$ cat src/rtl/latch_bank_sequencer_if.sv
`timescale 1ns/1ps
// Host-side port of the latch bank sequencer: request/op/data in, busy/ack/err back.
interface latch_bank_sequencer_if #(
  parameter int WIDTH = 8
);
  logic             req;
  logic [1:0]       op;
  logic [WIDTH-1:0] wdata;
  logic             busy;
  logic             ack;
  logic             err;

  modport master (output req, op, wdata, input busy, ack, err);
  modport slave  (input req, op, wdata, output busy, ack, err);
endinterface

$ cat src/rtl/latch_bank_sequencer.sv
`timescale 1ns/1ps
// Drives a bank of negative-gate D latches with async clear/preset using flop-shaped
// setup/pulse/hold windows, then compares the latch outputs against the expected value.
module latch_bank_sequencer #(
  parameter int WIDTH     = 8,
  parameter int SETUP_CYC = 1,
  parameter int PULSE_CYC = 2,
  parameter int HOLD_CYC  = 1
) (
  input  logic                  clk,
  input  logic                  reset_n,
  latch_bank_sequencer_if.slave host,
  input  logic [WIDTH-1:0]      latch_q,
  output logic [WIDTH-1:0]      lat_d,
  output logic                  lat_g,
  output logic                  lat_clr,
  output logic                  lat_pre
);
  // state | meaning
  // IDLE  | waiting for req, all controls inactive
  // SETUP | lat_d settling ahead of the control pulse
  // PULSE | gate, clear or preset asserted
  // HOLD  | controls released, lat_d still held
  // CHECK | one-cycle ack, latch_q compared against exp

  localparam logic [1:0] OP_WRITE  = 2'b00;
  localparam logic [1:0] OP_CLEAR  = 2'b01;
  localparam logic [1:0] OP_PRESET = 2'b10;
  localparam logic [1:0] OP_CHECK  = 2'b11;

  localparam int MAX_CYC = (SETUP_CYC > PULSE_CYC)
                         ? ((SETUP_CYC > HOLD_CYC) ? SETUP_CYC : HOLD_CYC)
                         : ((PULSE_CYC > HOLD_CYC) ? PULSE_CYC : HOLD_CYC);
  localparam int CW = (MAX_CYC > 2) ? $clog2(MAX_CYC) : 1;

  // Counter is loaded with N-1 and the window ends on terminal count zero.
  localparam logic [CW-1:0] SETUP_LD = CW'(SETUP_CYC - 1);
  localparam logic [CW-1:0] PULSE_LD = CW'(PULSE_CYC - 1);
  localparam logic [CW-1:0] HOLD_LD  = CW'(HOLD_CYC - 1);

  generate
    if ((SETUP_CYC < 1) || (PULSE_CYC < 1) || (HOLD_CYC < 1)) begin : g_bad_param
      $error("latch_bank_sequencer: SETUP_CYC, PULSE_CYC and HOLD_CYC must all be >= 1");
    end
  endgenerate

  typedef enum logic [2:0] {IDLE, SETUP, PULSE, HOLD, CHECK} state_t;

  state_t           state, state_nxt;
  logic [CW-1:0]    cnt, cnt_nxt;
  logic [1:0]       op_r;
  logic [WIDTH-1:0] exp_r;
  logic             busy_r, ack_r;
  logic             start;

  assign start = (state == IDLE) && host.req && (host.op != OP_CHECK);

  always_comb begin
    state_nxt = state;
    cnt_nxt   = cnt;
    case (state)
      IDLE: begin
        if (host.req) begin
          if (host.op == OP_CHECK) begin
            state_nxt = CHECK;
          end else begin
            state_nxt = SETUP;
            cnt_nxt   = SETUP_LD;
          end
        end
      end
      SETUP: begin
        if (cnt == '0) begin
          state_nxt = PULSE;
          cnt_nxt   = PULSE_LD;
        end else begin
          cnt_nxt = cnt - 1'b1;
        end
      end
      PULSE: begin
        if (cnt == '0) begin
          state_nxt = HOLD;
          cnt_nxt   = HOLD_LD;
        end else begin
          cnt_nxt = cnt - 1'b1;
        end
      end
      HOLD: begin
        if (cnt == '0) begin
          state_nxt = CHECK;
        end else begin
          cnt_nxt = cnt - 1'b1;
        end
      end
      CHECK:   state_nxt = IDLE;
      default: state_nxt = IDLE;
    endcase
  end

  // Controls are registered from the next state so every output pin is a flop.
  always_ff @(posedge clk or negedge reset_n) begin
    if (!reset_n) begin
      state   <= IDLE;
      cnt     <= '0;
      op_r    <= OP_WRITE;
      exp_r   <= '0;
      lat_d   <= '0;
      lat_g   <= 1'b1;
      lat_clr <= 1'b0;
      lat_pre <= 1'b0;
      busy_r  <= 1'b0;
      ack_r   <= 1'b0;
    end else begin
      state   <= state_nxt;
      cnt     <= cnt_nxt;
      busy_r  <= (state_nxt != IDLE);
      ack_r   <= (state_nxt == CHECK);
      lat_g   <= !((state_nxt == PULSE) && (op_r == OP_WRITE));
      lat_clr <= (state_nxt == PULSE) && (op_r == OP_CLEAR);
      lat_pre <= (state_nxt == PULSE) && (op_r == OP_PRESET);
      if (start) begin
        op_r <= host.op;
        case (host.op)
          OP_WRITE: begin
            lat_d <= host.wdata;
            exp_r <= host.wdata;
          end
          OP_CLEAR: exp_r <= '0;
          default:  exp_r <= '1;
        endcase
      end
    end
  end

  assign host.busy = busy_r;
  assign host.ack  = ack_r;
  assign host.err  = ack_r && (latch_q != exp_r);

endmodule

$ cat src/flat_wrapper.sv
// flat-port wrapper written by rule: the top's interface ports become plain ports
module latch_bank_sequencer_flat 
#(
  parameter int WIDTH     = 8,
  parameter int SETUP_CYC = 1,
  parameter int PULSE_CYC = 2,
  parameter int HOLD_CYC  = 1
)
  (clk, reset_n, latch_q, lat_d, lat_g, lat_clr, lat_pre, host_req, host_op, host_wdata, host_busy, host_ack, host_err);
  latch_bank_sequencer_if #(.WIDTH(WIDTH)) host_i ();
  input  logic clk;
  input  logic reset_n;
  input  logic [WIDTH-1:0] latch_q;
  output logic [WIDTH-1:0] lat_d;
  output logic lat_g;
  output logic lat_clr;
  output logic lat_pre;
  input wire logic [$bits(host_i.req)-1:0] host_req;
  input wire logic [$bits(host_i.op)-1:0] host_op;
  input wire logic [$bits(host_i.wdata)-1:0] host_wdata;
  output wire logic [$bits(host_i.busy)-1:0] host_busy;
  output wire logic [$bits(host_i.ack)-1:0] host_ack;
  output wire logic [$bits(host_i.err)-1:0] host_err;
  assign host_i.req = host_req;
  assign host_i.op = host_op;
  assign host_i.wdata = host_wdata;
  assign host_busy = host_i.busy;
  assign host_ack = host_i.ack;
  assign host_err = host_i.err;
  latch_bank_sequencer #(.WIDTH(WIDTH), .SETUP_CYC(SETUP_CYC), .PULSE_CYC(PULSE_CYC), .HOLD_CYC(HOLD_CYC)) u_core (.clk(clk), .reset_n(reset_n), .host(host_i), .latch_q(latch_q), .lat_d(lat_d), .lat_g(lat_g), .lat_clr(lat_clr), .lat_pre(lat_pre));
endmodule
$ cat config.mk
export PLATFORM = sky130hd
export DESIGN_NAME = latch_bank_sequencer_flat
export DESIGN_NICKNAME = d
export VERILOG_FILES = /design/src/rtl/latch_bank_sequencer_if.sv /design/src/rtl/latch_bank_sequencer.sv /design/src/flat_wrapper.sv
export SDC_FILE = /design/constraint.sdc
export NUM_CORES = 1
export LEC_CHECK = 0
export CAP_MARGIN = 10
export CORE_MARGIN = 2
export CORE_UTILIZATION = 41
export DETAILED_ROUTE_END_ITERATION = 16
export PLACE_DENSITY = 0.8
export SETUP_SLACK_MARGIN = 0.15
export SLEW_MARGIN = 0
export SYNTH_ARGS = -nofsm -noshare
export SYNTH_HDL_FRONTEND = slang
export SYNTH_SLANG_ARGS = --single-unit
$ cat constraint.sdc
create_clock -name clk -period 1.25 [get_ports clk]
set_input_delay 0.25 -clock clk [delete_from_list [all_inputs] [get_ports clk]]
set_output_delay 0.25 -clock clk [all_outputs]
set_load 0.02 [all_outputs]
==> impl_metrics.toml, run 1 <==
[worst_setup_path]
timing.reg2reg.worst_path_depth = 5
worst_r2r_startpoint = "u_core.state[1]"
critical_path.startpoint_type = "register"
setup.worst_path.class = "register to output pin"
reg2reg_to = "u_core.op_r[1]"
reg2reg_slack_ns = -0.19
worst_ep_required_time_ns = 1.00
crit_path_max_fanout = 2
wp_data_arrival_ns = 1.45
setup.worst_path.end_class = "output pin"

[yosys]
proportion_of_synthesized_flip_flops_having_asynchronous_set_or_reset = 1.00
ys_ff_latch = 27
synth-main-ff-cell = "sky130_fd_sc_hd__dfrtp_1"
ys_seq_area_frac = 0.557
syn-instance-count = 103
post-synth-top-area-cell = "sky130_fd_sc_hd__dfrtp_1"
synth_area_leaders = "sky130_fd_sc_hd__dfrtp_1 53%, sky130_fd_sc_hd__mux2_2 9.3%, sky130_fd_sc_hd__mux2i_1 6.6%, sky130_fd_sc_hd__xor2_1 5.8%, sky130_fd_sc_hd__a21oi_1 4.9%"
synthDistinctLibCells = 23
synth.cell_area_sq_um = 1220
synth-edff-count = 0
avgSynthCellArea_sq_um = 11.8
post_synth_top_area_share = 0.535
synth_nets = 124
yosysWarnings = 0

[sta]
maxClockFrequency_mhz = 587
hold_ws_ns = 0.235
fin_setup_tns_ns = -3.47
slew_viol_final = 0
tightest_slew_ns = 0.271
final_setup_skew_ns = 0.00150
timing_hold_violations_final = 0
setup_violations = 26
headroom_to_the_max_slew_limit = 0.819
grt_setup_unrepaired = "true"
final_min_period_over_clock_period = 1.36
post-route-min-period_ns = 1.70
setup_ws_ns = -0.455

[route]
detailed_route_wire_length_um = 3000
detail_route.wl_per_cell_um = 15.6
drtPass1Iterations = 4
avg_vias_per_cell = 5.26
vias_after_detailed_routing = 1010
drt_iter0_markers = 23
drt_drc_violations_left = 0
count_of_nets_left_with_antenna_violations_after_detail_routing = 0

[cts]
clk_pin_slew_worst_paths_ns = 0.14
tritoncts_num_sinks = 27
hold_buffers = 0
numCtsBuffers = 3
tritoncts_clock_tree = "yes"
clk_path_buf_depth = 2
clockRootBuffer = "sky130_fd_sc_hd__clkbuf_4"
clock_insertion_delay_at_the_later_pin_of_the_skew_report_ns = 0.32
htree_levels = 1

[finish]
area_delta_synth_final_pct = 56.4
final_net_count = 183
filler_cell_count = 204
antenna_diode_count = 0
layout-drive-gt1-share = 0.398
seqCellArea_sq_um = 677
multi_input_area_sq_um = 554
design_area_sq_um = 1900
final_cell_count_no_fill = 192

[global_route]
antenna_found_initial = 0
grt-ovfl-total = 0
largest_net_degree_at_the_start_of_global_routing = 18
first_global_vias = 1056
global_route_wire_length_before_repair_um = 4800
gr-usage-all-layers = 0.185

[place]
instance_count_after_placement_with_tap_cells_included = 178
numPortBuffers = 34
hpwlAfterDp_um = 1960
dp_worst_setup_slack_ns = -0.810
routabilityCongestion = 0.760
detailed_place.area_sq_um = 1680

[power_and_ir_drop]
power.density_cell_area_nw_per_um2 = 2210
vdd_drop_max_uv = 1400
power_leakage_nw = 0.929

[flow_run]
cap_viol_max_count = 0

[die]
die_h_um = 58.5
fp.dieArea_sq_um = 3420
placeableCoreArea_sq_um = 2780
ioPinCount = 35
rows = 19
start_util = 0.437
floorplan.die.width_um = 58.5

[outcome]
violations = "setup timing"
status = "finished, violations left"

[hold_path]
worstHoldPathType = "input port to asynchronous set/reset pin"
## what timing repair did
| item | 4_1_cts | 5_1_grt |
|---|---|---|
| resized for setup | 103 | 9 |
| setup endpoints to repair | 38 | 40 |
| pin swaps | 10 | 7 |
| setup buffers | 6 | 4 |
## per-layer routing
layer,routed length [um],global-route usage
met3,166,0.0352
met2,1500,0.307
met4,44,0.0664
met1,1290,0.241
met5,0,0
## Yosys cell counts (all sizes together) (3+ instances only)
cell and instances:
mux2 10, o21ai 3, inv 10, nor2 3, dfrtp 26, nor3b 3, a21oi 12, mux2i 8
xor2 8
## through the flow
step | util | total power (W)
final | 0.684 | 0.00419
after global routing | 0.684 | 0.00445
after CTS | 0.660 | 0.00399
after detailed placement | 0.603 | 0.00321
after global placement | 0.603 | 0.00313
after floorplan | - | 0.00243
## sequential cells by signal (all words and copies together) (netlist names)
signal            cells
u_core.exp_r          8
u_core.cnt            1
u_core.host.ack       1
u_core.lat_pre        1
u_core.lat_d          8
u_core.host.busy      1
u_core.lat_g          1
u_core.op_r           2
u_core.state          3
u_core.lat_clr        1
## final cells by class
class	count	share of cell area
inverter	10	0.0197
sequential	27	0.356
multi-input combinational	63	0.291
tap	31	0.0204
clock buffer	4	0.0138
timing repair buffer	57	0.299
## cell usage in the layout (no fill, tap or decap), types with 2 or more instances in the layout
cell | Yosys | final
sky130_fd_sc_hd__clkbuf_4 | 0 | 3
sky130_fd_sc_hd__dfrtp_1 | 26 | 26
sky130_fd_sc_hd__a21oi_2 | 0 | 2
sky130_fd_sc_hd__a21oi_1 | 12 | 10
sky130_fd_sc_hd__buf_4 | 1 | 14
sky130_fd_sc_hd__nor4_2 | 0 | 2
sky130_fd_sc_hd__nand3b_1 | 2 | 2
sky130_fd_sc_hd__buf_6 | 0 | 22
sky130_fd_sc_hd__o21ai_2 | 0 | 2
sky130_fd_sc_hd__nor3b_2 | 0 | 2
sky130_fd_sc_hd__a21o_1 | 2 | 2
sky130_fd_sc_hd__mux2i_1 | 8 | 7
sky130_fd_sc_hd__nor2_1 | 3 | 2
sky130_fd_sc_hd__mux2_2 | 10 | 9
sky130_fd_sc_hd__nand2_1 | 2 | 2
sky130_fd_sc_hd__xor2_1 | 8 | 8
sky130_fd_sc_hd__clkdlybuf4s50_1 | 0 | 20
sky130_fd_sc_hd__inv_1 | 10 | 10
## power breakdown
group          switching [W]  total (W)  internal [W]
combinational       0.000962    0.00226       0.00130
sequential          0.000292    0.00156       0.00126
clock               0.000253   0.000378      0.000125
## worst max path at each step
stage | cells after the start | from | to
final | 4 | u_core.exp_r[3] | host_err
after global routing | 4 | u_core.exp_r[6] | host_err
after CTS | 4 | u_core.exp_r[0] | host_err
after detailed placement | 5 | latch_q[7] | host_err
after global placement | 5 | latch_q[7] | host_err
after floorplan | 3 | u_core.state[1] | u_core.lat_g
## critical path: stages, from the launching register on
cell	delay, ns
sky130_fd_sc_hd__dfrtp_1	0.43
sky130_fd_sc_hd__xor2_1	0.15
sky130_fd_sc_hd__nor4_2	0.29
sky130_fd_sc_hd__a21boi_1	0.09
sky130_fd_sc_hd__buf_4	0.16
## cells by family after synthesis
group / after synthesis / synth area share
multiplexers: 18 / 0.158
buffers and inverters: 13 / 0.0432
XOR/XNOR: 8 / 0.0576
flip-flops: 27 / 0.557
AO/OA/AOI/OAI: 19 / 0.0864
AND/OR/NAND/NOR: 18 / 0.0977
Note: power is estimated with default switching activity, not from simulation.
==> inputs of run 2 (changes only) <==
PLACE_DENSITY = 0.71   (was 0.8)
==> impl_metrics.toml, run 2 (synthesized netlist as in run 1, its figures left out) <==
[worst_setup_path]
worst_r2r_startpoint = "u_core.state[0]"
reg2reg_slack_ns = -0.23
setup.worst_path.end_class = "output pin"
critical_path.startpoint_type = "register"
reg2reg_to = "u_core.lat_g"
crit_path_max_fanout = 2
wp_data_arrival_ns = 1.43
max_stage_delay_ns = 0.41
worstPathCellList = "xor2_1 > nor4_1 > a21boi_1 > buf_4"
worst_ep_required_time_ns = 1.00
setup.worst_path.class = "register to output pin"
timing.reg2reg.worst_path_depth = 4
crit_path_top_delay_cell = "sky130_fd_sc_hd__dfrtp_1"

[route]
vias_after_detailed_routing = 998
avg_vias_per_cell = 5.02
drt_iter0_markers = 9
detail_route.wl_per_cell_um = 15.1
count_of_nets_left_with_antenna_violations_after_detail_routing = 0
drtPass1Iterations = 4
detailed_route_wire_length_um = 3000
drt_drc_violations_left = 0

[sta]
slew_viol_final = 0
setup_violations = 25
grt_setup_unrepaired = "true"
maxClockFrequency_mhz = 595
post-route-min-period_ns = 1.68
fin_setup_tns_ns = -3.79
tightest_slew_ns = 0.295
setup_ws_ns = -0.430
final_setup_skew_ns = 0.00522
headroom_to_the_max_slew_limit = 0.803
timing_hold_violations_final = 0
final_min_period_over_clock_period = 1.34

[place]
hpwlAfterDp_um = 1990
numPortBuffers = 34
routabilityCongestion = 0.747
dp_worst_setup_slack_ns = -0.799

[outcome]
status = "finished, violations left"
violations = "setup timing"

[power_and_ir_drop]
power_leakage_nw = 0.973
power.density_cell_area_nw_per_um2 = 2180
vdd_drop_max_uv = 1460

[finish]
final_common_cell = "sky130_fd_sc_hd__buf_6"
biggestRegsByFlops = "u_core.exp_r: 8 flops, u_core.lat_d: 8 flops, u_core.state: 3 flops"
area_delta_synth_final_pct = 62.2
antenna_diode_count = 0
final_net_count = 190
leading_cell_types_in_the_layout_fill_and_taps_excluded = "27 x sky130_fd_sc_hd__buf_6, 26 x sky130_fd_sc_hd__dfrtp_1, 20 x sky130_fd_sc_hd__clkdlybuf4s50_1"
layout-drive-gt1-share = 0.411
seqCellArea_sq_um = 677
multi_input_area_sq_um = 549
filler_cell_count = 208

[flow_run]
cap_viol_max_count = 0

[die]
start_util = 0.437
fp.dieArea_sq_um = 3420
ioPinCount = 35
floorplan.die.width_um = 58.5
die_h_um = 58.5
rows = 19
placeableCoreArea_sq_um = 2780

[global_route]
largest_net_degree_at_the_start_of_global_routing = 24
global_route_wire_length_before_repair_um = 4480
first_global_vias = 1011
grt-ovfl-total = 0
antenna_found_initial = 0
gr-usage-all-layers = 0.176

[cts]
clock_insertion_delay_at_the_later_pin_of_the_skew_report_ns = 0.32
clockRootBuffer = "sky130_fd_sc_hd__clkbuf_4"
htree_levels = 1
tritoncts_num_sinks = 27
numCtsBuffers = 3
clk_pin_slew_worst_paths_ns = 0.14
clk_path_buf_depth = 2
tritoncts_clock_tree = "yes"

[hold_path]
worstHoldPathType = "input port to asynchronous set/reset pin"
==> run 2: layout make-up <==
type                    count  share of cell area
clock buffers               4              0.0133
inverters                  10              0.0190
multi-input cells          63               0.278
flip-flops and latches     27               0.343
well taps                  31              0.0197
repair buffers             64               0.327
==> run 2: metal layers <==
layer | GRT usage | share of wire
met1 | 0.219 | 0.41
met2 | 0.294 | 0.51
met3 | 0.0374 | 0.067
met4 | 0.0764 | 0.010
met5 | 0 | 0
==> run 2: report_power, final <==
part           leakage (nW)  switching, W  internal [W]
Combinational         0.638      0.000993       0.00140
Clock                0.0150      0.000238      0.000125
Sequential            0.320      0.000284       0.00126
Total                 0.973       0.00152       0.00279
==> run 2: through the flow <==
stage	util	power, W	area (sq um)	hold slack [ns]	std cells
after CTS	0.675	0.00402	1880	0.172	194
after global placement	0.613	0.00316	1710	0.453	180
after floorplan	-	0.00243	1220	-0.0456	103
after global routing	0.709	0.00457	1970	0.156	199
after detailed placement	0.613	0.00323	1710	0.460	180
final	0.709	0.00431	1970	0.158	199
==> run 2: critical path, delay by kind of cell (launching register included) <==
family / cells / cell delay, ns
flops: 1 / 0.41
simple gates: 1 / 0.30
buf+inv: 1 / 0.17
xor+xnor: 1 / 0.15
compound gates: 1 / 0.10
==> run 2: timing repair <==
item | 4_1_cts | 5_1_grt
hold buffers | 0 | 0
setup endpoints to repair | 40 | 41
cloned | 0 | 0
resized for setup | 98 | 14
buffers inserted | 10 | 5
pin swaps | 11 | 7
==> run 2: worst max path at each step <==
stage / slack [ns] / end / depth (start not counted) / from
final: -0.43 / host_err / 4 / u_core.exp_r[0]
after CTS: -0.47 / host_err / 4 / u_core.exp_r[0]
after detailed placement: -0.80 / host_err / 5 / latch_q[2]
after floorplan: -0.11 / u_core.lat_g / 3 / u_core.state[1]
after global routing: -0.54 / host_err / 4 / u_core.exp_r[7]
after global placement: -0.76 / host_err / 5 / latch_q[7]
==> inputs of run 3 (changes only) <==
PLACE_DENSITY = 0.69   (was 0.71)
clock period = 1.87 ns   (was 1.25 ns; I/O delays follow)
==> impl_metrics.toml, run 3 (synthesized netlist as in run 1, its figures left out) <==
[power_and_ir_drop]
report.power.total_w = 0.00226
internal-power_w = 0.00145
power_leakage_nw = 0.868
comb_power_share = 0.437
net-switching-power_w = 0.000814
power.switching_fraction = 0.360
seq_power_share = 0.452
vdd_drop_max_uv = 778
power.share.clock = 0.111
power.density_cell_area_nw_per_um2 = 1360

[sta]
timing_hold_violations_final = 0
slew_viol_final = 0
maxClockFrequency_mhz = 549
final_setup_skew_ns = 0.0141
grt_setup_unrepaired = "true"
setup_violations = 0
post-route-min-period_ns = 1.82
final_min_period_over_clock_period = 0.974
headroom_to_the_max_slew_limit = 0.774
tightest_slew_ns = 0.338
hold_ws_ns = 0.399

[cts]
numCtsBuffers = 3
htree_levels = 1
clk_path_buf_depth = 2
tritoncts_num_sinks = 27
tritoncts_clock_tree = "yes"
clockRootBuffer = "sky130_fd_sc_hd__clkbuf_4"
clk_pin_slew_worst_paths_ns = 0.15
hold_buffers = 0
clock_insertion_delay_at_the_later_pin_of_the_skew_report_ns = 0.32

[route]
count_of_nets_left_with_antenna_violations_after_detail_routing = 0
drt_iter0_markers = 14
detail_route.wl_per_cell_um = 13.5
detailed_route_wire_length_um = 2340
vias_after_detailed_routing = 881
drtPass1Iterations = 4
drt_drc_violations_left = 0
avg_vias_per_cell = 5.09

[worst_setup_path]
crit_path_max_fanout = 1
setup.worst_path.class = "input port to output pin"
wp_data_arrival_ns = 1.45
critical_path.startpoint_type = "input port"
worst_ep_required_time_ns = 1.50
setup.worst_path.end_class = "output pin"

[die]
placeableCoreArea_sq_um = 2780
ioPinCount = 35
floorplan.die.width_um = 58.5
rows = 19
start_util = 0.437
die_h_um = 58.5
fp.dieArea_sq_um = 3420

[finish]
final_common_cell = "sky130_fd_sc_hd__dfrtp_1"
filler_cell_count = 237
final_cell_count_no_fill = 173
layout-drive-gt1-share = 0.155
seqCellArea_sq_um = 677
biggestRegsByFlops = "u_core.exp_r: 8 flops, u_core.lat_d: 8 flops, u_core.state: 3 flops"
antenna_diode_count = 0
multi_input_area_sq_um = 493
area_delta_synth_final_pct = 36.5
final_net_count = 164
layout_utilization = 0.597
leading_cell_types_in_the_layout_fill_and_taps_excluded = "26 x sky130_fd_sc_hd__dfrtp_1, 21 x sky130_fd_sc_hd__clkdlybuf4s50_1, 12 x sky130_fd_sc_hd__a21oi_1"

[hold_path]
worstHoldPathType = "input port to asynchronous set/reset pin"

[place]
numPortBuffers = 34
instance_count_after_placement_with_tap_cells_included = 168
routabilityCongestion = 0.772
hpwlAfterDp_um = 1810

[outcome]
status = "finished, final reports clean"

[global_route]
global_route_wire_length_before_repair_um = 4040
grt-ovfl-total = 0
largest_net_degree_at_the_start_of_global_routing = 28
first_global_vias = 924
gr-usage-all-layers = 0.153
antenna_found_initial = 0

[flow_run]
cap_viol_max_count = 0
-- run 3: path summary, 6_finish.rpt --
path                       cells past startpoint  slack [ns]               to            start
min                                            2        0.40  u_core.exp_r[0]          reset_n
min reg2reg                                    1        0.48   u_core.lat_pre   u_core.op_r[0]
max reg2reg                                    3        0.32  u_core.lat_d[1]  u_core.state[0]
max                                            5        0.05         host_err       latch_q[1]
max in group asynchronous                      2        1.16     u_core.lat_g          reset_n
min in group clk                               1        0.48   u_core.lat_pre   u_core.op_r[0]
-- run 3: critical path, stage by stage --
cell	delay [ns]
sky130_fd_sc_hd__clkdlybuf4s50_1	0.42
sky130_fd_sc_hd__xor2_1	0.15
sky130_fd_sc_hd__nor4_1	0.23
sky130_fd_sc_hd__a21boi_0	0.11
sky130_fd_sc_hd__buf_2	0.17
-- run 3: final cells by class --
class	count	area share
clock buffer	3	0.0136
clock inverter	1	0.00452
inverter	10	0.0226
multi-input combinational	63	0.297
sequential	27	0.408
tap	31	0.0234
timing repair buffer	38	0.231
-- run 3: through the flow --
step | setup slack, ns | instance area, sq um | setup TNS [ns]
detailed placement | -0.451 | 1600 | -0.451
finish | 0.0494 | 1660 | 0
CTS | -0.0285 | 1630 | -0.0285
floorplan | 0.414 | 1220 | 0
global placement | -0.442 | 1600 | -0.442
global route | -0.0893 | 1660 | -0.0893
-- run 3: power groups by stage --
stage	clock (W)	combinational, W	sequential [W]
floorplan	0	0.000474	0.00115
global placement	0	0.000984	0.00103
detailed placement	0	0.00101	0.00105
CTS	0.000264	0.00101	0.00103
global route	0.000285	0.00109	0.00107
finish	0.000251	0.000988	0.00102
-- run 3: routing by layer --
metal  vias up  track usage  share of wire
li1        436            -              -
met1       422        0.201           0.44
met2        21        0.252           0.49
met3         2       0.0330          0.066
met4         0       0.0498         0.0056
met5         -            0              0
-- run 3: repair_timing --
| action | in CTS | in global routing |
|---|---|---|
| cloned | 0 | 0 |
| buffers inserted | 1 | 0 |
| gates resized for setup | 8 | 10 |
| endpoints found under the setup margin | 2 | 9 |
| pin swaps | 4 | 3 |
